### config.mk
export PLATFORM = sky130hd
export DESIGN_NAME = instr_sequencer
export DESIGN_NICKNAME = d
export VERILOG_FILES = /design/src/rtl/instr_seq_pkg.sv /design/src/rtl/instr_seq_perf_cnt.sv /design/src/rtl/instr_sequencer.sv
export SDC_FILE = /design/constraint.sdc
export NUM_CORES = 1
export LEC_CHECK = 0
export ABC_AREA = 1
export BUFFER_PORTS_ARGS = -buffer_cell sky130_fd_sc_hd__buf_4
export CAP_MARGIN = 20
export CORE_MARGIN = 2
export CORE_UTILIZATION = 34
export CTS_CLUSTER_SIZE = 10
export DETAILED_ROUTE_END_ITERATION = 12
export HOLD_SLACK_MARGIN = 0.06
export PLACE_DENSITY = 0.79
export SYNTH_ARGS = -nofsm -noshare
export SYNTH_HDL_FRONTEND = slang
export SYNTH_SLANG_ARGS = --single-unit
export TNS_END_PERCENT = 50
### constraint.sdc
create_clock -name clk -period 1.2 [get_ports clk]
set_input_delay 0.24 -clock clk [delete_from_list [all_inputs] [get_ports clk]]
set_output_delay 0.24 -clock clk [all_outputs]
set_load 0.01 [all_outputs]
### src/rtl/instr_seq_pkg.sv
// Shared definitions for the multi-cycle instruction sequencer: state encoding,
// state width and default performance-counter width.
package instr_seq_pkg;

   localparam int unsigned STATE_W       = 3;
   localparam int unsigned CNT_W_DEFAULT = 32;

   typedef enum logic [STATE_W-1:0] {
      S_IDLE     = 3'd0,
      S_FETCH    = 3'd1,
      S_DECODE   = 3'd2,
      S_INDIRECT = 3'd3,
      S_EXECUTE  = 3'd4,
      S_HALTED   = 3'd5
   } state_e;

endpackage

### src/rtl/instr_seq_perf_cnt.sv
// Busy-cycle and retired-instruction counters for the instruction sequencer.
// Only instantiated when INSTR_SEQ_PERF_CNT_EN is defined.
module instr_seq_perf_cnt
   import instr_seq_pkg::*;
#(
   parameter int unsigned CNT_W = CNT_W_DEFAULT
) (
   input  logic             clk,
   input  logic             reset,
   input  logic             busy_i,
   input  logic             retire_i,
   output logic [CNT_W-1:0] cycle_cnt_o,
   output logic [CNT_W-1:0] retired_cnt_o
);

   logic [CNT_W-1:0] cycle_q, cycle_d;
   logic [CNT_W-1:0] retired_q, retired_d;

   // Both counters wrap naturally modulo 2^CNT_W.
   always_comb begin
      cycle_d   = cycle_q;
      retired_d = retired_q;
      if (busy_i)   cycle_d   = cycle_q + CNT_W'(1);
      if (retire_i) retired_d = retired_q + CNT_W'(1);
   end

   always_ff @(posedge clk) begin
      if (reset) begin
         cycle_q   <= '0;
         retired_q <= '0;
      end else begin
         cycle_q   <= cycle_d;
         retired_q <= retired_d;
      end
   end

   assign cycle_cnt_o   = cycle_q;
   assign retired_cnt_o = retired_q;

endmodule

### src/rtl/instr_sequencer.sv
// Multi-cycle instruction sequencer: FETCH/DECODE/INDIRECT/EXECUTE FSM with
// Mealy single-cycle strobes paced by mem_ready. Counters under INSTR_SEQ_PERF_CNT_EN.
module instr_sequencer
   import instr_seq_pkg::*;
#(
   parameter int unsigned CNT_W = CNT_W_DEFAULT
) (
   input  logic               clk,
   input  logic               reset,
   input  logic               run,
   input  logic               mem_ready,
   input  logic               addr_mode,
   input  logic               store,
   input  logic               halt_op,
   output logic               mem_req,
   output logic               ir_load,
   output logic               pc_en,
   output logic               acc_load_en,
   output logic               mem_we,
   output logic               busy,
   output logic [STATE_W-1:0] state,
   output logic [CNT_W-1:0]   cycle_cnt,
   output logic [CNT_W-1:0]   retired_cnt
);

   state_e state_q, state_d;

   always_ff @(posedge clk) begin
      if (reset) state_q <= S_IDLE;
      else       state_q <= state_d;
   end

   // Next state and strobes; strobes only fire on the mem_ready completion cycle.
   always_comb begin
      state_d     = state_q;
      mem_req     = 1'b0;
      ir_load     = 1'b0;
      pc_en       = 1'b0;
      acc_load_en = 1'b0;
      mem_we      = 1'b0;
      busy        = 1'b0;
      case (state_q)
         S_IDLE: begin
            if (run) state_d = S_FETCH;
         end
         S_FETCH: begin
            busy    = 1'b1;
            mem_req = 1'b1;
            if (mem_ready) begin
               ir_load = 1'b1;
               state_d = S_DECODE;
            end
         end
         S_DECODE: begin
            busy = 1'b1;
            if (halt_op)        state_d = S_HALTED;
            else if (addr_mode) state_d = S_INDIRECT;
            else                state_d = S_EXECUTE;
         end
         S_INDIRECT: begin
            busy    = 1'b1;
            mem_req = 1'b1;
            if (mem_ready) state_d = S_EXECUTE;
         end
         S_EXECUTE: begin
            busy    = 1'b1;
            mem_req = 1'b1;
            if (mem_ready) begin
               pc_en       = 1'b1;
               mem_we      = store;
               acc_load_en = ~store;
               state_d     = run ? S_FETCH : S_IDLE;
            end
         end
         S_HALTED: begin
            state_d = S_HALTED;
         end
         default: begin
            state_d = S_IDLE;
         end
      endcase
      // A reset cycle must never commit a partial instruction.
      if (reset) begin
         mem_req     = 1'b0;
         ir_load     = 1'b0;
         pc_en       = 1'b0;
         acc_load_en = 1'b0;
         mem_we      = 1'b0;
      end
   end

   assign state = state_q;

`ifdef INSTR_SEQ_PERF_CNT_EN
   instr_seq_perf_cnt #(
      .CNT_W (CNT_W)
   ) u_perf_cnt (
      .clk           (clk),
      .reset         (reset),
      .busy_i        (busy),
      .retire_i      (pc_en),
      .cycle_cnt_o   (cycle_cnt),
      .retired_cnt_o (retired_cnt)
   );
`else
   assign cycle_cnt   = '0;
   assign retired_cnt = '0;
`endif

endmodule

; ---- After elaboration in Yosys (flattened, before gate mapping)
; Cells that the tools add are included.
[classes]
order_cmp = 0
multipliers = 0
n_eq_ne = 9
div = 0
add_sub_neg = 0
shift = 0
mux = 22
reduce_logical = 4
bitwise = 1
[op_table]
columns = operator, count
row1 = 3-bit two-way mux, 6
row2 = 3-bit one-hot mux with 6 select lines, 1
row3 = 1-bit two-way mux, 15
row4 = "2-bit != test, second input constant", 4
row5 = "3-bit by 2-bit == test with 1-bit output, second input constant", 2
row6 = "3-bit == test, second input constant", 2
row7 = 4-bit AND reduction, 1
row8 = 4-bit OR reduction, 1
row9 = "3-bit by 1-bit == test with 1-bit output, second input constant", 1
row10 = 3-bit logical NOT, 1
row11 = 3-bit OR reduction, 1
row12 = 1-bit inverter, 1
[totals]
elab_cells = 37
register_bits = 3
mem_bits_rw = 0
inputBits = 7
mem_count = 0
latch_bits = 0
rom_bits = 0

; ---- Depth between registers and ports, before layout
[logic_depth]
ltp_word = 4
depth_mapped = 8

; ---- Worst setup path before layout
; Ideal clock, no wire load.
[synth_timing]
path_kind = flip-flop to output port
start = reg state_q[2] (netlist: state[2])
end = out mem_we
path_buffers = 0
setup_slack_ns = -0.173
t_arrival_ns = 1.133
required_time_ns = 0.960
path_stages_with_launch = 4
cell_sequence = dfxtp_1 > nand3_2 > nor3_1 > and2_1
[synth_between]
elab_chain_len = 3
[synth_rtl]
columns = item, line
row1 = "start, declared", instr_sequencer.sv:26  ; state_e state_q, state_d;
row2 = "start signal, assigned", instr_sequencer.sv:30  ; else state_q <= state_d;
row3 = 3-bit == test, instr_sequencer.sv:42  ; case (state_q)
row4 = 1-bit two-way mux, instr_sequencer.sv:42
row5 = 1-bit two-way mux, instr_sequencer.sv:83  ; if (reset) begin
row6 = "end, declared", instr_sequencer.sv:19  ; output logic mem_we,
; No other way between the ends.

; ---- Final worst setup path
[layout_timing]
start = reg state_q[0] (netlist: state[0])
end = out mem_we
; The elaborated chain is that of the path after synthesis.

==> impl_summary.md <==
Status
The run finished, with violations left. The final reports fail on setup timing.

Synth
In this run the cell area of the synthesized design comes to about 740 µm². Counting flops and latches in the post-synthesis netlist gives 3. The number of distinct library cells after synthesis is 16.

Of the total synthesized cell area, the portion taken by full adders, half adders and majority gates is 0%. For this run, the register share of the synthesized area comes to ~8.1%. By area, the combinational part of the netlist is dominated by buffers and inverters. The share of the synthesized area in compound gates (AO/OA/AOI/OAI) is approximately 2.7%. Multiplexer cells account for 0% of the synthesized area.

The cell count after synthesis is approximately 110. The number of synthesis warnings is 0. After Yosys synthesis, and, or, nand and nor cells account for about a fifth of the synthesized area. The post-synthesis area per instance is around 6.7 µm².

Of the total synthesized cell area, the portion taken by XOR and XNOR cells is 0%.

Finish
The flip-flop count of the largest register after layout is 3. After filler insertion, the fill cell instance count of the layout stands at 244. In the layout the commonest cells are sky130_fd_sc_hd__conb_1, sky130_fd_sc_hd__buf_4, sky130_fd_sc_hd__nand2_1. The most common cell after layout, fill and taps aside is sky130_fd_sc_hd__conb_1.

Relative to the synthesized area, the layout overhead comes to -1.34%. For this run, the post-layout net count is 141. Cells with a size suffix above 1 make up between 20% and 30% of the layout. The antenna cell count is 0. The final core utilization is between 30% and 40%.

Setup path
The nature of the critical path endpoint is an output port. In this run the critical register-to-register path is captured at state[1]. The arrival time at the worst endpoint is 1110 ps. The category of the most critical setup path is register to output port. For flop-to-flop paths, the worst setup slack is 130 ps.

The maximum fanout along the worst path is 4. The required arrival time at the worst endpoint is between 900 and 1000 ps. In this run the critical register-to-register path is launched from state[0]. STA classifies the critical path startpoint as a register. Counting cells, the worst reg-to-reg path comes to 7.

Timing
The share of the clock period used by the worst path after layout is 113%. The smallest setup slack after layout is -152 ps. The final critical path time including I/O delays and setup is ~1400 ps. The worst hold margin is about 230 ps. Setup repair after global routing could not meet its margin everywhere.

The number of hold-slack violations in the final timing report came to 0. Setup violations remaining at the end of the flow were counted as 6. The total count of max-transition violations in the final report is 0. The worst-case clock skew is roughly 2 ps. The maximum operating frequency is around 740 MHz.

Routing
Across all layers, the routed design uses approximately 550 vias. In the routed design, unresolved DRC markers number 0. The DRC violation total after the first TritonRoute iteration is 14. The number of routed nets with antenna violations is 0.

The wire length reported by the detailed router is approximately 1.2 mm. After detailed routing, the number of vias per cell comes to between 3 and 4. The first TritonRoute pass finished after 4 iterations. The wire length per cell is just under 8 µm.

GRT
After global routing the overflow that remains totals 0. In the global route stage, overall resource usage came out at a little under 9%. Entering global routing, the biggest net connects 7 pins. The first global-routing pass estimated roughly 1.7 mm of wire. The via count of the first global-routing pass is between 300 and 400. The number of antenna violations at the first check in global routing is 0.

Worst hold path
The hold path endpoint is state[2]. In this run the most critical hold path is launched from reset. The hold path depth is 2. The worst hold path belongs to the class primary input to register.

Floorplanning
In this run the count of I/O pins placed on the die edge is 80. The total die area is around 0.0026 mm². The initial utilization of the core area, before any placement, comes to a little under two fifths. The y dimension of the die is between 50 and 60 µm.

The die is between 50 and 60 µm wide. Row generation in the floorplan step produced 16 rows. The total area inside the core boundary comes to between 0.002 and 0.0025 mm².

Pwr
Dividing total power by cell area gives a power density of between 1500 and 2000 mW/mm². The static leakage is ~0.00046 µW. The worst ir drop on vdd is 0.531 mV.

Place
Input and output buffers added on the ports amount to 15. The HPWL reported at the end of detailed placement is about 970 µm. The final RePlAce weighted congestion is 0.883.

Clocking
The number of buffers added to fix hold violations after cts is 0. The cell sitting at the root of the clock tree is a sky130_fd_sc_hd__clkbuf_4. In this run, CTS created clock tree buffers numbering 3.

The H-tree level count is 1. Counting every sink on the clock net gives 3. The clock latency on the worst-skew pair is ~240 ps.

The CTS clock-pin slew for the worst setup and hold paths is roughly 40 ps. The maximum buffer depth of the clock tree is 2. TritonCTS built the clock tree.

Run
The number of violations of the max-capacitance limit is 0.
synthesized netlist by cell type:
cell,instances,area [µm²]
sky130_fd_sc_hd__nand2_2,4,25.0
sky130_fd_sc_hd__nand2_1,8,30.0
sky130_fd_sc_hd__conb_1,1,3.75
sky130_fd_sc_hd__nor2_1,7,26.3
sky130_fd_sc_hd__nand3_1,6,30.0
sky130_fd_sc_hd__nor3_1,2,10.0
sky130_fd_sc_hd__nor4_1,1,6.26
sky130_fd_sc_hd__dfxtp_1,3,60.1
sky130_fd_sc_hd__and2_1,1,6.26
sky130_fd_sc_hd__o21ai_0,3,15.0
sky130_fd_sc_hd__inv_1,5,18.8
sky130_fd_sc_hd__inv_2,3,11.3
sky130_fd_sc_hd__nand4_1,1,6.26
sky130_fd_sc_hd__a21oi_1,1,5.00
sky130_fd_sc_hd__buf_4,64,480
sky130_fd_sc_hd__nand3_2,1,10.0
report_power, final:
part / switching, µW / leakage (µW) / internal (µW) / total, µW
Clock: 64.5 / 0.0000150 / 125 / 190
Combinational: 483 / 0.000416 / 312 / 795
Sequential: 50.9 / 0.0000258 / 151 / 201
Total: 599 / 0.000456 / 588 / 1190
area by class of cell:
type,count,area [µm²],area share (%)
multi-input combinational,99,435,59.3
clock buffer,4,26.3,3.58
timing repair buffer,19,143,19.4
tap,27,33.8,4.60
inverter,8,32.5,4.43
sequential,3,63.8,8.69
cell families (layout without fill, tap and decap cells):
logic type / Yosys count / in the layout
compound gates: 4 / 4
buf+inv: 72 / 31
flops: 3 / 3
other cells: 1 / 64
simple gates: 31 / 31
metrics by stage:
| step | total power (µW) | worst slack (ps) | TNS [ps] | cell area (µm²) | std cells |
|---|---|---|---|---|---|
| after CTS | 1170 | -162 | -708 | 734 | 160 |
| final | 1190 | -152 | -634 | 734 | 160 |
| after global placement | 909 | 65.3 | 0 | 682 | 155 |
| after detailed placement | 913 | -3.12 | -3.12 | 682 | 155 |
| after floorplan | 800 | -2.18 | -2.18 | 993 | 174 |
| after global routing | 1290 | -235 | -1040 | 734 | 160 |
worst max path at each step:
stage | from | endpoint | slack (ps) | cells past startpoint
5_1_grt | state[0] | mem_we | -240 | 5
3_5_place_dp | state[1] | acc_load_en | -3 | 4
4_1_cts | state[0] | mem_we | -160 | 5
3_3_place_gp | state[0] | mem_we | 70 | 5
6_report | state[0] | mem_we | -150 | 5
2_1_floorplan | state[0] | acc_load_en | -2 | 3
repair_timing:
item                                    in CTS  in global routing
endpoints found under the setup margin       6                  6
hold endpoints to repair                     0                  0
gates cloned                                 0                  0
buffers inserted                             1                  0
resized for setup                            5                  0
critical path, cell delays in order, from the launching register on:
cell                      delay (ps)
sky130_fd_sc_hd__dfxtp_2         330
sky130_fd_sc_hd__inv_2            70
sky130_fd_sc_hd__nand3_4         100
sky130_fd_sc_hd__nor3_4          120
sky130_fd_sc_hd__and2_1          140
sky130_fd_sc_hd__buf_4           110
per-layer routing:
metal | vias to the layer above | wire length (µm) | global-route usage, %
met3 | 2 | 207 | 4.46
met1 | 227 | 369 | 8.42
met2 | 57 | 636 | 15.8
li1 | 259 | - | -
met4 | 0 | 19 | 4.05
met5 | - | 0 | 0
Note: power is estimated with default switching activity, not from simulation.
